`config.mk`:
```
export PLATFORM = sky130hd
export DESIGN_NAME = phase_sequencer
export DESIGN_NICKNAME = d
export VERILOG_FILES = /design/src/rtl/cpu_pkg.sv /design/src/rtl/instr_decode.sv /design/src/rtl/phase_sequencer.sv
export SDC_FILE = /design/constraint.sdc
export NUM_CORES = 1
export LEC_CHECK = 0
export CAP_MARGIN = 20
export CORE_UTILIZATION = 41
export CTS_BUF_LIST = sky130_fd_sc_hd__clkbuf_16
export DETAILED_ROUTE_END_ITERATION = 10
export PLACE_DENSITY = 0.7
export SLEW_MARGIN = 25
export SYNTH_ARGS = -nofsm -noshare
export SYNTH_HDL_FRONTEND = slang
export SYNTH_SLANG_ARGS = --single-unit
```
`constraint.sdc`:
```
create_clock -name clk -period 3 [get_ports clk]
set_input_delay 0.3 -clock clk [delete_from_list [all_inputs] [get_ports clk]]
set_output_delay 0.3 -clock clk [all_outputs]
set_load 0.02 [all_outputs]
```
`src/rtl/cpu_pkg.sv`:
```
// Shared definitions for the multi-cycle CPU control path: opcodes, ALU
// encodings, instruction field positions, phase strobe patterns and the
// phase sequencer state encoding.
package cpu_pkg;

  localparam int DATA_W_DEF = 16;
  localparam int ADDR_W_DEF = 8;
  localparam int ERRC_W_DEF = 4;

  localparam logic [3:0] OPC_NOP  = 4'h0;
  localparam logic [3:0] OPC_ADD  = 4'h1;
  localparam logic [3:0] OPC_SUB  = 4'h2;
  localparam logic [3:0] OPC_AND  = 4'h3;
  localparam logic [3:0] OPC_LDI  = 4'h4;
  localparam logic [3:0] OPC_JMP  = 4'h5;
  localparam logic [3:0] OPC_HALT = 4'hF;

  localparam logic [1:0] ALU_ADD   = 2'b00;
  localparam logic [1:0] ALU_SUB   = 2'b01;
  localparam logic [1:0] ALU_AND   = 2'b10;
  localparam logic [1:0] ALU_PASSB = 2'b11;

  localparam int OPC_LSB = 12;
  localparam int RD_LSB  = 8;
  localparam int RS_LSB  = 4;
  localparam int RT_LSB  = 0;

  // Strobe vector is packed as {fsm3, fsm2, fsm1, fsm0}.
  localparam logic [3:0] STB_F = 4'b0001;
  localparam logic [3:0] STB_D = 4'b0010;
  localparam logic [3:0] STB_E = 4'b0100;
  localparam logic [3:0] STB_W = 4'b1000;

  typedef enum logic [1:0] {
    WAIT_F = 2'd0,
    EXP_D  = 2'd1,
    EXP_E  = 2'd2,
    EXP_W  = 2'd3
  } phase_state_t;

  // The single strobe that is legal in a given state.
  function automatic logic [3:0] expected_strobe(input phase_state_t s);
    logic [3:0] r;
    case (s)
      WAIT_F:  r = STB_F;
      EXP_D:   r = STB_D;
      EXP_E:   r = STB_E;
      default: r = STB_W;
    endcase
    return r;
  endfunction

endpackage

```
`src/rtl/instr_decode.sv`:
```
// Purely combinational instruction decoder: splits the instruction register
// into register addresses and ALU/write-back controls, and flags opcodes
// outside the defined set. Illegal opcodes decode with all side effects off
// so they behave as NOP.
module instr_decode
  import cpu_pkg::*;
#(
  parameter int DATA_W = DATA_W_DEF
) (
  input  logic [DATA_W-1:0] ir,
  output logic [3:0]        ra,
  output logic [3:0]        rb,
  output logic [3:0]        wa,
  output logic [1:0]        alu_op,
  output logic              imm_sel,
  output logic              wb_en,
  output logic              is_jmp,
  output logic              is_halt,
  output logic              illegal
);

  logic [3:0] opc;

  assign opc = ir[OPC_LSB +: 4];
  assign ra  = ir[RS_LSB +: 4];
  assign rb  = ir[RT_LSB +: 4];
  assign wa  = ir[RD_LSB +: 4];

  // Map the opcode to ALU function, operand select and side-effect flags.
  always_comb begin
    alu_op  = ALU_ADD;
    imm_sel = 1'b0;
    wb_en   = 1'b0;
    is_jmp  = 1'b0;
    is_halt = 1'b0;
    illegal = 1'b0;
    case (opc)
      OPC_NOP: ;
      OPC_ADD: begin alu_op = ALU_ADD; wb_en = 1'b1; end
      OPC_SUB: begin alu_op = ALU_SUB; wb_en = 1'b1; end
      OPC_AND: begin alu_op = ALU_AND; wb_en = 1'b1; end
      OPC_LDI: begin alu_op = ALU_PASSB; imm_sel = 1'b1; wb_en = 1'b1; end
      OPC_JMP: is_jmp = 1'b1;
      OPC_HALT: is_halt = 1'b1;
      default: illegal = 1'b1;
    endcase
  end

endmodule

```
`src/rtl/phase_sequencer.sv`:
```
// Phase sequencer for the multi-cycle CPU. Tracks the four one-hot phase
// strobes, owns PC and IR, registers decode controls for the datapath and
// resynchronises to fetch whenever the strobe protocol is broken.
module phase_sequencer
  import cpu_pkg::*;
#(
  parameter int DATA_W = DATA_W_DEF,
  parameter int ADDR_W = ADDR_W_DEF,
  parameter int ERRC_W = ERRC_W_DEF
) (
  input  logic              clk,
  input  logic              resetn,
  input  logic              fsm0,
  input  logic              fsm1,
  input  logic              fsm2,
  input  logic              fsm3,
  input  logic [DATA_W-1:0] imem_data,
  output logic [ADDR_W-1:0] imem_addr,
  output logic [DATA_W-1:0] ir_q,
  output logic [3:0]        rf_ra,
  output logic [3:0]        rf_rb,
  output logic [3:0]        rf_wa,
  output logic              rf_we,
  output logic [1:0]        alu_op,
  output logic              imm_sel,
  output logic              halted,
  output logic              illegal,
  output logic              phase_err,
  output logic [ERRC_W-1:0] err_cnt
);

  phase_state_t state, state_nxt;

  logic [ADDR_W-1:0] pc;
  logic [3:0]        strobes;
  logic              violation;
  logic              do_fetch;
  logic              do_decode;
  logic              do_wb;

  logic [3:0] dec_ra, dec_rb, dec_wa;
  logic [1:0] dec_alu_op;
  logic       dec_imm_sel, dec_wb_en, dec_is_jmp, dec_is_halt, dec_illegal;

  logic wb_en_q, jmp_q, halt_q;

  assign strobes   = {fsm3, fsm2, fsm1, fsm0};
  assign imem_addr = pc;

  instr_decode #(.DATA_W(DATA_W)) u_decode (
    .ir      (ir_q),
    .ra      (dec_ra),
    .rb      (dec_rb),
    .wa      (dec_wa),
    .alu_op  (dec_alu_op),
    .imm_sel (dec_imm_sel),
    .wb_en   (dec_wb_en),
    .is_jmp  (dec_is_jmp),
    .is_halt (dec_is_halt),
    .illegal (dec_illegal)
  );

  // Next state plus per-edge action strobes; a lone unexpected fetch is
  // still taken so the sequencer resynchronises without losing a cycle.
  always_comb begin
    state_nxt = state;
    violation = 1'b0;
    do_fetch  = 1'b0;
    do_decode = 1'b0;
    do_wb     = 1'b0;
    if (!halted && strobes != 4'b0000) begin
      if (strobes == expected_strobe(state)) begin
        case (state)
          WAIT_F:  begin do_fetch  = 1'b1; state_nxt = EXP_D; end
          EXP_D:   begin do_decode = 1'b1; state_nxt = EXP_E; end
          EXP_E:   state_nxt = EXP_W;
          default: begin do_wb     = 1'b1; state_nxt = WAIT_F; end
        endcase
      end else begin
        violation = 1'b1;
        if (strobes == STB_F) begin
          do_fetch  = 1'b1;
          state_nxt = EXP_D;
        end else begin
          state_nxt = WAIT_F;
        end
      end
    end
  end

  // Phase state register.
  always_ff @(posedge clk or negedge resetn) begin
    if (!resetn) state <= WAIT_F;
    else         state <= state_nxt;
  end

  // Instruction register, program counter and the sticky halt flag.
  always_ff @(posedge clk or negedge resetn) begin
    if (!resetn) begin
      ir_q   <= '0;
      pc     <= '0;
      halted <= 1'b0;
    end else begin
      if (do_fetch) ir_q <= imem_data;
      if (do_wb) begin
        if (jmp_q)       pc <= ADDR_W'(ir_q[7:0]);
        else if (halt_q) halted <= 1'b1;
        else             pc <= pc + ADDR_W'(1);
      end
    end
  end

  // Decode controls captured in the decode phase and held for the datapath.
  always_ff @(posedge clk or negedge resetn) begin
    if (!resetn) begin
      rf_ra   <= '0;
      rf_rb   <= '0;
      rf_wa   <= '0;
      alu_op  <= ALU_ADD;
      imm_sel <= 1'b0;
      wb_en_q <= 1'b0;
      jmp_q   <= 1'b0;
      halt_q  <= 1'b0;
    end else if (do_decode) begin
      rf_ra   <= dec_ra;
      rf_rb   <= dec_rb;
      rf_wa   <= dec_wa;
      alu_op  <= dec_alu_op;
      imm_sel <= dec_imm_sel;
      wb_en_q <= dec_wb_en;
      jmp_q   <= dec_is_jmp;
      halt_q  <= dec_is_halt;
    end
  end

  // Single-cycle pulses: write enable, illegal opcode and protocol error.
  always_ff @(posedge clk or negedge resetn) begin
    if (!resetn) begin
      rf_we     <= 1'b0;
      illegal   <= 1'b0;
      phase_err <= 1'b0;
    end else begin
      rf_we     <= do_wb && wb_en_q;
      illegal   <= do_decode && dec_illegal;
      phase_err <= violation;
    end
  end

  // Saturating count of protocol violations.
  always_ff @(posedge clk or negedge resetn) begin
    if (!resetn)                       err_cnt <= '0;
    else if (violation && err_cnt != '1) err_cnt <= err_cnt + ERRC_W'(1);
  end

endmodule

```
=== After elaboration in Yosys (flattened, before gate mapping) ===
Index checks and enable logic that the tools add are counted.

* Reductions and logical operators: 13
* Bitwise operators: 1
* $add $sub $neg: 2
* Equal/unequal tests: 12
* Multiplexer cells: 25

{| class="wikitable"
|+ Operators by type and width
! cell !! count
|-
| 1-bit 2-to-1 mux || 18
|-
| 8-bit 2-to-1 mux || 2
|-
| 2-bit one-hot mux with 3 select lines || 2
|-
| 4-bit one-hot mux with 3 select lines || 1
|-
| 8-bit by 1-bit adder with 8-bit output, second input constant || 1
|-
| 4-bit by 1-bit equality test with 1-bit output, second input constant || 2
|-
| 4-bit by 2-bit equality test with 1-bit output, second input constant || 2
|-
| 4-bit by 3-bit equality test with 1-bit output, second input constant || 2
|-
| 7-bit OR reduction || 1
|-
| 4-bit by 1-bit adder with 4-bit output, second input constant || 1
|-
| 4-bit equality test || 1
|-
| 4-bit equality test, second input constant || 1
|-
| 1-bit logical AND || 4
|-
| 4-bit zero test || 1
|-
| 4-bit 2-to-1 mux || 1
|-
| 4-bit != test, second input constant || 1
|-
| 4-bit nonzero test || 1
|-
| 4-bit OR reduction || 1
|-
| 3-bit AND reduction || 1
|-
| 3-bit OR reduction || 1
|-
| 2-bit by 1-bit equality test with 1-bit output, second input constant || 1
|-
| 2-bit equality test, second input constant || 1
|-
| 2-bit zero test || 1
|-
| 2-bit 2-to-1 mux || 1
|-
| other kinds (4) || 4
|}

* Register bits: 52
* Word-level logic and storage cells: 69
* Bits of input ports: 22
* Output and inout bits: 47

=== Depth between registers and ports, before layout ===
Gate-level depths: netlist of the first run.

* Depth after elaboration: 7
* Mapped depth: 8
* Gate-level depth less buffers: 6

=== Cells and area by module ===
Synthesis of the first run repeated with hierarchy kept, for this count alone.

* Cells, all modules: 207
* Area total of the unflattened synthesis: 2514.9 µm²

{| class="wikitable"
|+ Modules (own cells, without submodules)
! module !! instances !! sequential area each (µm²) !! area an instance (µm²) !! cells each
|-
| phase_sequencer || 1 || 1301.2 || 2338.5 || 182
|-
| instr_decode || 1 || 0.0 || 176.4 || 25
|}

=== Least setup slack after synthesis of the first run ===
OpenSTA, ideal clock, no wires.

* Kind: reg2reg
* Start point: register state[0]
* End point: register alu_op[1]
* Arrival: 1980 ps
* Period minus slack after synthesis: 2105 ps
* Data required time: 2875 ps
* Buffers on the path: 2
* Cell stages (with the launch flop): 9
* Setup slack: 895 ps
* Library setup time: 125 ps
* Path through: dfrtp_1 > inv_1 > ha_1 > xnor2_1 > nand4_2 > or3_1 > buf_6 > buf_6 > mux2_4

* Longest elaborated chain between the ends: 6
* Elaborated cells on any way between the ends: 9
* Those cells by class: eq/ne (3); mux (5); reduce/logical (1)

{| class="wikitable"
|+ Ends and longest elaborated chain
! what !! line !! text
|-
| start, declared || phase_sequencer.sv:32 || <nowiki>phase_state_t state, state_nxt;</nowiki>
|-
| start signal, assigned || phase_sequencer.sv:94 || <nowiki>else state <= state_nxt;</nowiki>
|-
| 2-bit equality test (tied with other cells) || cpu_pkg.sv:44 || <nowiki>case (s)</nowiki>
|-
| 4-bit one-hot mux with 3 select lines || cpu_pkg.sv:44 ||
|-
| 4-bit 2-to-1 mux || phase_sequencer.sv:71 || <nowiki>if (!halted && strobes != 4'b0000) begin</nowiki>
|-
| 4-bit equality test || phase_sequencer.sv:72 || <nowiki>if (strobes == expected_strobe(state)) begin</nowiki>
|-
| 1-bit 2-to-1 mux (*) || phase_sequencer.sv:72 ||
|-
| 1-bit 2-to-1 mux (*) || phase_sequencer.sv:71 ||
|-
| end signal, assigned || phase_sequencer.sv:128 || <nowiki>alu_op <= dec_alu_op;</nowiki>
|-
| end, declared || phase_sequencer.sv:24 || <nowiki>output logic [1:0] alu_op,</nowiki>
|}

Every way passes the cells marked *; elsewhere a longest branch is shown, timed or not. The select of a mux whose other input is x is not followed.
A chain may end at the register's enable or synchronous reset.

=== Worst setup path after layout of the first run ===
* Start point: register state[0]
* End point: register rf_ra[2]

* Longest elaborated chain between the ends: 6
* Elaborated cells on any way between the ends: 9
* Those cells by class: eq/ne (3); mux (5); reduce/logical (1)

{| class="wikitable"
|+ Ends and longest elaborated chain
! what !! line !! text
|-
| 2-bit equality test (tied with other cells) || cpu_pkg.sv:44 ||
|-
| 4-bit one-hot mux with 3 select lines || cpu_pkg.sv:44 ||
|-
| 4-bit 2-to-1 mux || phase_sequencer.sv:71 ||
|-
| 4-bit equality test || phase_sequencer.sv:72 ||
|-
| 1-bit 2-to-1 mux (*) || phase_sequencer.sv:72 ||
|-
| 1-bit 2-to-1 mux (*) || phase_sequencer.sv:71 ||
|-
| end signal, assigned || phase_sequencer.sv:125 || <nowiki>rf_ra <= dec_ra;</nowiki>
|-
| end, declared || phase_sequencer.sv:20 || <nowiki>output logic [3:0] rf_ra,</nowiki>
|}

Marks and branches as above.

==> metrics, run 1 <==
clock root buffer=sky130_fd_sc_hd__clkbuf_16; die span in x=79.4 um; Max IR drop VDD=~0.35 mV; cell count after synthesis=approximately 200; TNS Setup=0 ns; most common cell type on the critical path=sky130_fd_sc_hd__buf_4; number of buffers added to fix hold violations after cts=0; final setup violation count=0; kind of start point of the critical path=flip-flop; data required time of the worst path=3.17 ns; GRT Total Usage=18.4%; GP Congestion=0.799; relative slew slack=~51%; clock tree from TritonCTS=done; Mapped Avg Cell Area=12.5 um^2; maximum fanout along the worst path=19; total number of yosys warnings=0; met1 wire length=2370 um; f_max=434 MHz; total count of hold-check failures in the final report=0; worst hold-check path type=primary input to async pin; iteration count of the initial detailed-routing pass=5; pwr/cell area=691 nW/um^2; Clock Sink Count=52; flop and latch count out of synthesis=52; worst hold slack=0.0667 ns; leakage power=1.48 nW; count of antenna diodes in the layout=0; critical path's top delay family=buffers and inverters; fraction of layout cells with a size suffix above 1=around 18%; share of synthesized registers carrying an async set or reset=between 90% and 100%; wire length per cell=15.3 um; vias in the first global route=1,812; outcome=finished, final reports clean; final core area utilization=59.3%; Yosys cell types=44; flip-flop cell with the highest count after synthesis=sky130_fd_sc_hd__dfrtp_1; Area growth syn-to-layout=36.0%; initial antenna violation count=0; Iter 0 DRT Violations=132; number of H-tree levels=2; number of remaining DRC errors=0; Max Cap Viol=0; detailed placement HPWL=3540 um; Post CTS Setup Buffer Count=0; total congestion overflow after global routing=0; count of cells resized by post-cts repair=0; commonest cells after routing, fill and taps aside=sky130_fd_sc_hd__clkdlybuf4s50_1, sky130_fd_sc_hd__dfrtp_1, sky130_fd_sc_hd__mux2_2, sky130_fd_sc_hd__nor2_1, sky130_fd_sc_hd__o21ai_0; Die Footprint=6310 um^2; clock-pin slew of the registers on the worst-case setup and hold paths=0.06 ns; number of nets in the synthesized netlist=227; number of buffers created by CTS=5; crit path DAT=2.47 ns; largest net degree at the start of global routing=34; total vias in the final route=1,812; core box area=5640 um^2; WS Path Type=flip-flop to flip-flop; # port buffers=68; critical path's largest stage delay=~0.44 ns; NumNets Final=297; met2 wire length=2420 um; latest clock arrival within the worst-skew pair=0.29 ns; min cycle time layout=2.30 ns; initial standard-cell utilization of the core=43.6%; combined buffer and inverter count along the critical path=3; first-pass GRT wire length=8860 um; kind of end point of the critical path=flip-flop; die boundary height=between 70 and 80 um; # rows=27; met3 WL=approximately 370 um; Final Max Slew Viols=0; unrepaired setup endpoints after global routing=no; Avg Vias per Cell=between 5 and 6; top routing layer in use=met4; buffers from clock root to sink, at most=2; area of the mapped netlist=2460 um^2; share of the cycle needed by the critical path after routing=76.7%; most common library cell in the layout ignoring fill and taps=sky130_fd_sc_hd__clkdlybuf4s50_1; Ports=69; Post-DRT Antenna Nets=0; Tightest Pin Transition=0.729 ns; aggregate routed wire length=5200 um; CP max-delay cell=sky130_fd_sc_hd__dfrtp_1; number of enable-type register cells in the synthesized netlist=0; critical path, cell by cell=inv_1 -> ha_1 -> xnor2_1 -> nand4_2 -> buf_4 -> or3_1 -> buf_4 -> mux2_4; share of synthesized area occupied by flip-flops and latches=between 50 and 60%; clock tree skew after final layout=between 0.004 and 0.005 ns
-- final timing paths --
| check | endpoint | slack (ns) | from | cells past startpoint |
|---|---|---|---|---|
| worst max-delay path | rf_ra[2] | 0.70 | state[0] | 8 |
| worst min-delay path | rf_wa[1] | 0.07 | resetn | 1 |
| worst max register to register | rf_ra[2] | 0.70 | state[0] | 8 |
| max in group asynchronous | rf_rb[1] | 2.18 | resetn | 2 |
| worst min register to register | rf_wa[2] | 0.51 | rf_wa[2] | 1 |
| min in group clk | rf_wa[2] | 0.51 | rf_wa[2] | 1 |
-- metrics by stage --
stage | worst slack [ns] | area, um^2 | power, mW | instances
5_1_grt | 0.557 | 3340 | 2.44 | 340
2_1_floorplan | 0.895 | 2460 | 1.42 | 197
6_report | 0.698 | 3340 | 2.31 | 340
3_5_place_dp | 0.588 | 3210 | 1.79 | 332
3_3_place_gp | 0.641 | 3210 | 1.77 | 332
4_1_cts | 0.681 | 3340 | 2.33 | 340
-- worst reg2reg max path, stage by stage, from the launching register on --
cell and delay [ns]:
sky130_fd_sc_hd__dfrtp_1 0.44, sky130_fd_sc_hd__inv_1 0.09, sky130_fd_sc_hd__ha_1 0.24, sky130_fd_sc_hd__xnor2_1 0.24, sky130_fd_sc_hd__nand4_2 0.10, sky130_fd_sc_hd__buf_4 0.20
sky130_fd_sc_hd__or3_1 0.31, sky130_fd_sc_hd__buf_4 0.24, sky130_fd_sc_hd__mux2_4 0.33
-- flip-flops by register name (all words and copies together), names as in the netlist, 2 cells and up --
register,count
imem_addr,8
state,2
rf_wa,4
err_cnt,4
alu_op,2
rf_rb,4
rf_ra,4
ir_q,16
-- metal layers --
metal  vias to the layer above  global-route usage, %
met5                         -                      0
li1                        859                      -
met1                       877                   24.4
met4                         0                   6.00
met2                        71                   28.6
met3                         5                   5.37
-- area by class of cell --
type                       instances  area [um^2]
inverter                           5         18.8
sequential                        52         1300
clock buffer                       5          125
fill                             480         2300
multi-input combinational        130         1080
timing repair buffer              73          713
clock inverter                     3         11.3
tap                               72         90.1
-- cell usage after synthesis (2+ instances only) --
library cell,number,area share [%]
sky130_fd_sc_hd__xnor2_1,7,2.5
sky130_fd_sc_hd__buf_2,2,0.41
sky130_fd_sc_hd__and3_1,4,1.0
sky130_fd_sc_hd__mux2_2,26,12
sky130_fd_sc_hd__o31ai_1,6,1.8
sky130_fd_sc_hd__mux2i_1,2,0.81
sky130_fd_sc_hd__nand2_1,4,0.61
sky130_fd_sc_hd__nand3_1,4,0.81
sky130_fd_sc_hd__nor2_1,10,1.5
sky130_fd_sc_hd__inv_1,5,0.76
sky130_fd_sc_hd__mux2_4,8,4.9
sky130_fd_sc_hd__a21oi_1,5,1.0
sky130_fd_sc_hd__nand4_1,3,0.76
sky130_fd_sc_hd__dfrtp_1,52,53
sky130_fd_sc_hd__ha_1,8,4.1
sky130_fd_sc_hd__o21ai_0,9,1.8
sky130_fd_sc_hd__nor3_1,3,0.61
sky130_fd_sc_hd__or3_1,2,0.51
sky130_fd_sc_hd__a22oi_1,2,0.61
sky130_fd_sc_hd__a31oi_1,4,1.0
sky130_fd_sc_hd__buf_6,2,0.92
sky130_fd_sc_hd__clkbuf_1,6,0.92
sky130_fd_sc_hd__nor4_1,2,0.51
-- power by group --
| part | switching, mW | internal, mW |
|---|---|---|
| registers | 0.139 | 0.838 |
| logic | 0.364 | 0.432 |
| clock network | 0.236 | 0.301 |
-- kinds of logic after synthesis --
| kind of cell | synth area share [%] |
|---|---|
| XOR/XNOR | 2.85 |
| adder cells (fa/ha/maj) | 4.07 |
| AO/OA/AOI/OAI | 9.31 |
| buffers and inverters | 3.00 |
| flip-flops | 52.9 |
| AND/OR/NAND/NOR | 10.2 |
| multiplexers | 17.6 |
Note: power is estimated with default switching activity, not from simulation.
==> run 2: changes to the inputs <==
--- a/config.mk
+++ b/config.mk
@@ -9,7 +9,7 @@
 export CORE_UTILIZATION = 41
 export CTS_BUF_LIST = sky130_fd_sc_hd__clkbuf_16
 export DETAILED_ROUTE_END_ITERATION = 10
-export PLACE_DENSITY = 0.7
+export PLACE_DENSITY = 0.73
 export SLEW_MARGIN = 25
 export SYNTH_ARGS = -nofsm -noshare
 export SYNTH_HDL_FRONTEND = slang
==> constraint.sdc (replaced) <==
create_clock -name clk -period 1.9 [get_ports clk]
set_input_delay 0.19 -clock clk [delete_from_list [all_inputs] [get_ports clk]]
set_output_delay 0.19 -clock clk [all_outputs]
set_load 0.02 [all_outputs]
==> run 2 against run 1 <==
  * The run now ends with negative setup slack left
  * Total power up 62%
  * Worst setup slack worse by 0.73 ns
  * Largest power group unchanged
  * Clock-buffer cell count unchanged
  * Clock skew up 0.0021 ns
  * Combinational power up 67%
  * Final cell count up 3.5%
  * Die area unchanged
==> metrics, run 2 (synthesis gave the netlist of run 1 again) <==
outcome=finished with violations; violations in the final reports=negative setup slack; Final Power=3.74 mW; count of antenna diodes in the layout=0; core box area=5640 um^2; die boundary height=79.4 um; clock root buffer=sky130_fd_sc_hd__clkbuf_16; fraction of layout cells with a size suffix above 1=25.7%; multi-input gate area in the final layout=around 1200 um^2; clock-pin slew of the registers on the worst-case setup and hold paths=0.07 ns; final setup violation count=14; data required time of the worst path=2.06 ns; first-pass GRT wire length=9000 um; total count of hold-check failures in the final report=0; buffers from clock root to sink, at most=2; unrepaired setup endpoints after global routing=yes; Iter 0 DRT Violations=128; Max Cap Viol=0; setup slack after layout=-0.0305 ns; number of filler cells placed in the layout=approximately 450; min cycle time layout=1.93 ns; # port buffers=roughly 70; WS Path Type=flip-flop to flip-flop; Avg Vias per Cell=5.28; post-place instance area=3360 um^2; most common library cell in the layout ignoring fill and taps=sky130_fd_sc_hd__clkdlybuf4s50_1; Setup Slack @ Placement=-0.186 ns; Tightest Pin Transition=0.344 ns; worst reg-to-reg setup slack=-0.03 ns; largest net degree at the start of global routing=53; commonest cells after routing, fill and taps aside=sky130_fd_sc_hd__clkdlybuf4s50_1, sky130_fd_sc_hd__dfrtp_1, sky130_fd_sc_hd__mux2_4, sky130_fd_sc_hd__mux2_2, sky130_fd_sc_hd__buf_4; number of remaining DRC errors=0; crit path DAT=between 2 and 2.5 ns; iteration count of the initial detailed-routing pass=4; share of the cycle needed by the critical path after routing=102%; number of H-tree levels=2; vias in the first global route=1,886; NumNets Final=309; placed insts=342; clock tree skew after final layout=0.00622 ns; # rows=27; die span in x=79.4 um; kind of start point of the critical path=flip-flop; final core area utilization=63.4%; final cell count without fillers=352; pwr/cell area=1040 nW/um^2; total vias in the final route=1,859; total congestion overflow after global routing=0; detailed placement HPWL=3620 um; f_max=518 MHz; GRT Total Usage=18.4%; GP Congestion=between 0.8 and 0.9; Final Max Slew Viols=0; aggregate routed wire length=5480 um; initial antenna violation count=0; initial standard-cell utilization of the core=43.6%; relative slew slack=approximately three quarters; leakage power=1.59 nW; kind of end point of the critical path=flip-flop; clock tree from TritonCTS=done; Die Footprint=between 6000 and 7000 um^2; largest register by flop count=ir_q; maximum fanout along the worst path=19; wire length per cell=15.6 um; worst hold-check path type=primary input to async pin; Clock Sink Count=52; max reg flops=16; latest clock arrival within the worst-skew pair=between 0.2 and 0.3 ns; Ports=69; number of buffers created by CTS=5; Max IR drop VDD=between 0.7 and 0.8 mV; Post-DRT Antenna Nets=0; register cell area after layout=1300 um^2; Area growth syn-to-layout=45.5%; post-route cell area=3580 um^2
[run 2: cell count changes in the layout (fill, tap and decap cells not counted), moves of 2 or more]
| cell | previous run | this run |
|---|---|---|
| sky130_fd_sc_hd__ha_2 | 0 | 5 |
| sky130_fd_sc_hd__buf_4 | 5 | 12 |
| sky130_fd_sc_hd__xnor2_1 | 7 | 3 |
| sky130_fd_sc_hd__inv_2 | 0 | 2 |
| sky130_fd_sc_hd__mux2_4 | 8 | 18 |
| sky130_fd_sc_hd__buf_12 | 0 | 3 |
| sky130_fd_sc_hd__inv_1 | 7 | 4 |
| sky130_fd_sc_hd__mux2_2 | 26 | 16 |
| sky130_fd_sc_hd__xnor2_2 | 0 | 4 |
| sky130_fd_sc_hd__ha_1 | 8 | 3 |
[run 2: per-layer routing]
metal | up-vias | wire length (um) | part of all wire, % | GRT usage [%]
met5 | - | 0 | 0 | 0
met4 | 0 | 61 | 1.1 | 6.18
met3 | 6 | 327 | 6.0 | 5.26
met2 | 58 | 2580 | 47 | 28.5
met1 | 916 | 2500 | 46 | 24.8
li1 | 879 | - | - | -
[run 2: where the power goes]
part | internal [mW] | switching [mW] | leakage, nW
registers | 1.32 | 0.237 | 0.660
clock network | 0.479 | 0.366 | 0.0687
logic | 0.732 | 0.599 | 0.864
total | 2.53 | 1.20 | 1.59
[run 2: worst paths after layout]
check | cells past startpoint | endpoint | startpoint
max | 7 | rf_ra[2] | state[0]
min | 3 | rf_ra[1] | resetn
max reg2reg | 7 | rf_ra[2] | state[0]
min reg2reg | 1 | rf_rb[0] | rf_rb[0]
max in group asynchronous | 3 | rf_ra[2] | resetn
min in group clk | 1 | rf_rb[0] | rf_rb[0]
[run 2: cell type report]
type	count	share of cell area [%]
clock inverters	3	0.420
repair buffers	85	23.7
inverters	5	0.524
flip-flops and latches	52	36.4
multi-input cells	130	33.0
clock buffers	5	3.50
well taps	72	2.52
[run 2: stage by stage]
| stage | setup TNS [ns] | hold slack (ns) |
|---|---|---|
| after floorplan | -0.971 | -0.106 |
| after global placement | -3.15 | 0.201 |
| after detailed placement | -5.17 | 0.205 |
| after CTS | -0.0506 | 0.442 |
| after global routing | -2.09 | 0.479 |
| final | -0.272 | 0.429 |
[run 2: worst max-delay path, cell delays in order (launching register included)]
cell and delay (ns):
sky130_fd_sc_hd__dfrtp_1 0.42, sky130_fd_sc_hd__inv_2 0.06, sky130_fd_sc_hd__ha_2 0.20, sky130_fd_sc_hd__xnor2_2 0.18
sky130_fd_sc_hd__nand4_2 0.12, sky130_fd_sc_hd__or3_4 0.35, sky130_fd_sc_hd__buf_12 0.17, sky130_fd_sc_hd__mux2_4 0.29
[run 2: repair_timing]
item                                    CTS  global route
hold buffers                              1             0
endpoints found under the hold margin    52             0
pin swaps                                 1             3
endpoints found under the setup margin   17            42
resized for setup                         1            17
buffers inserted                          1             0
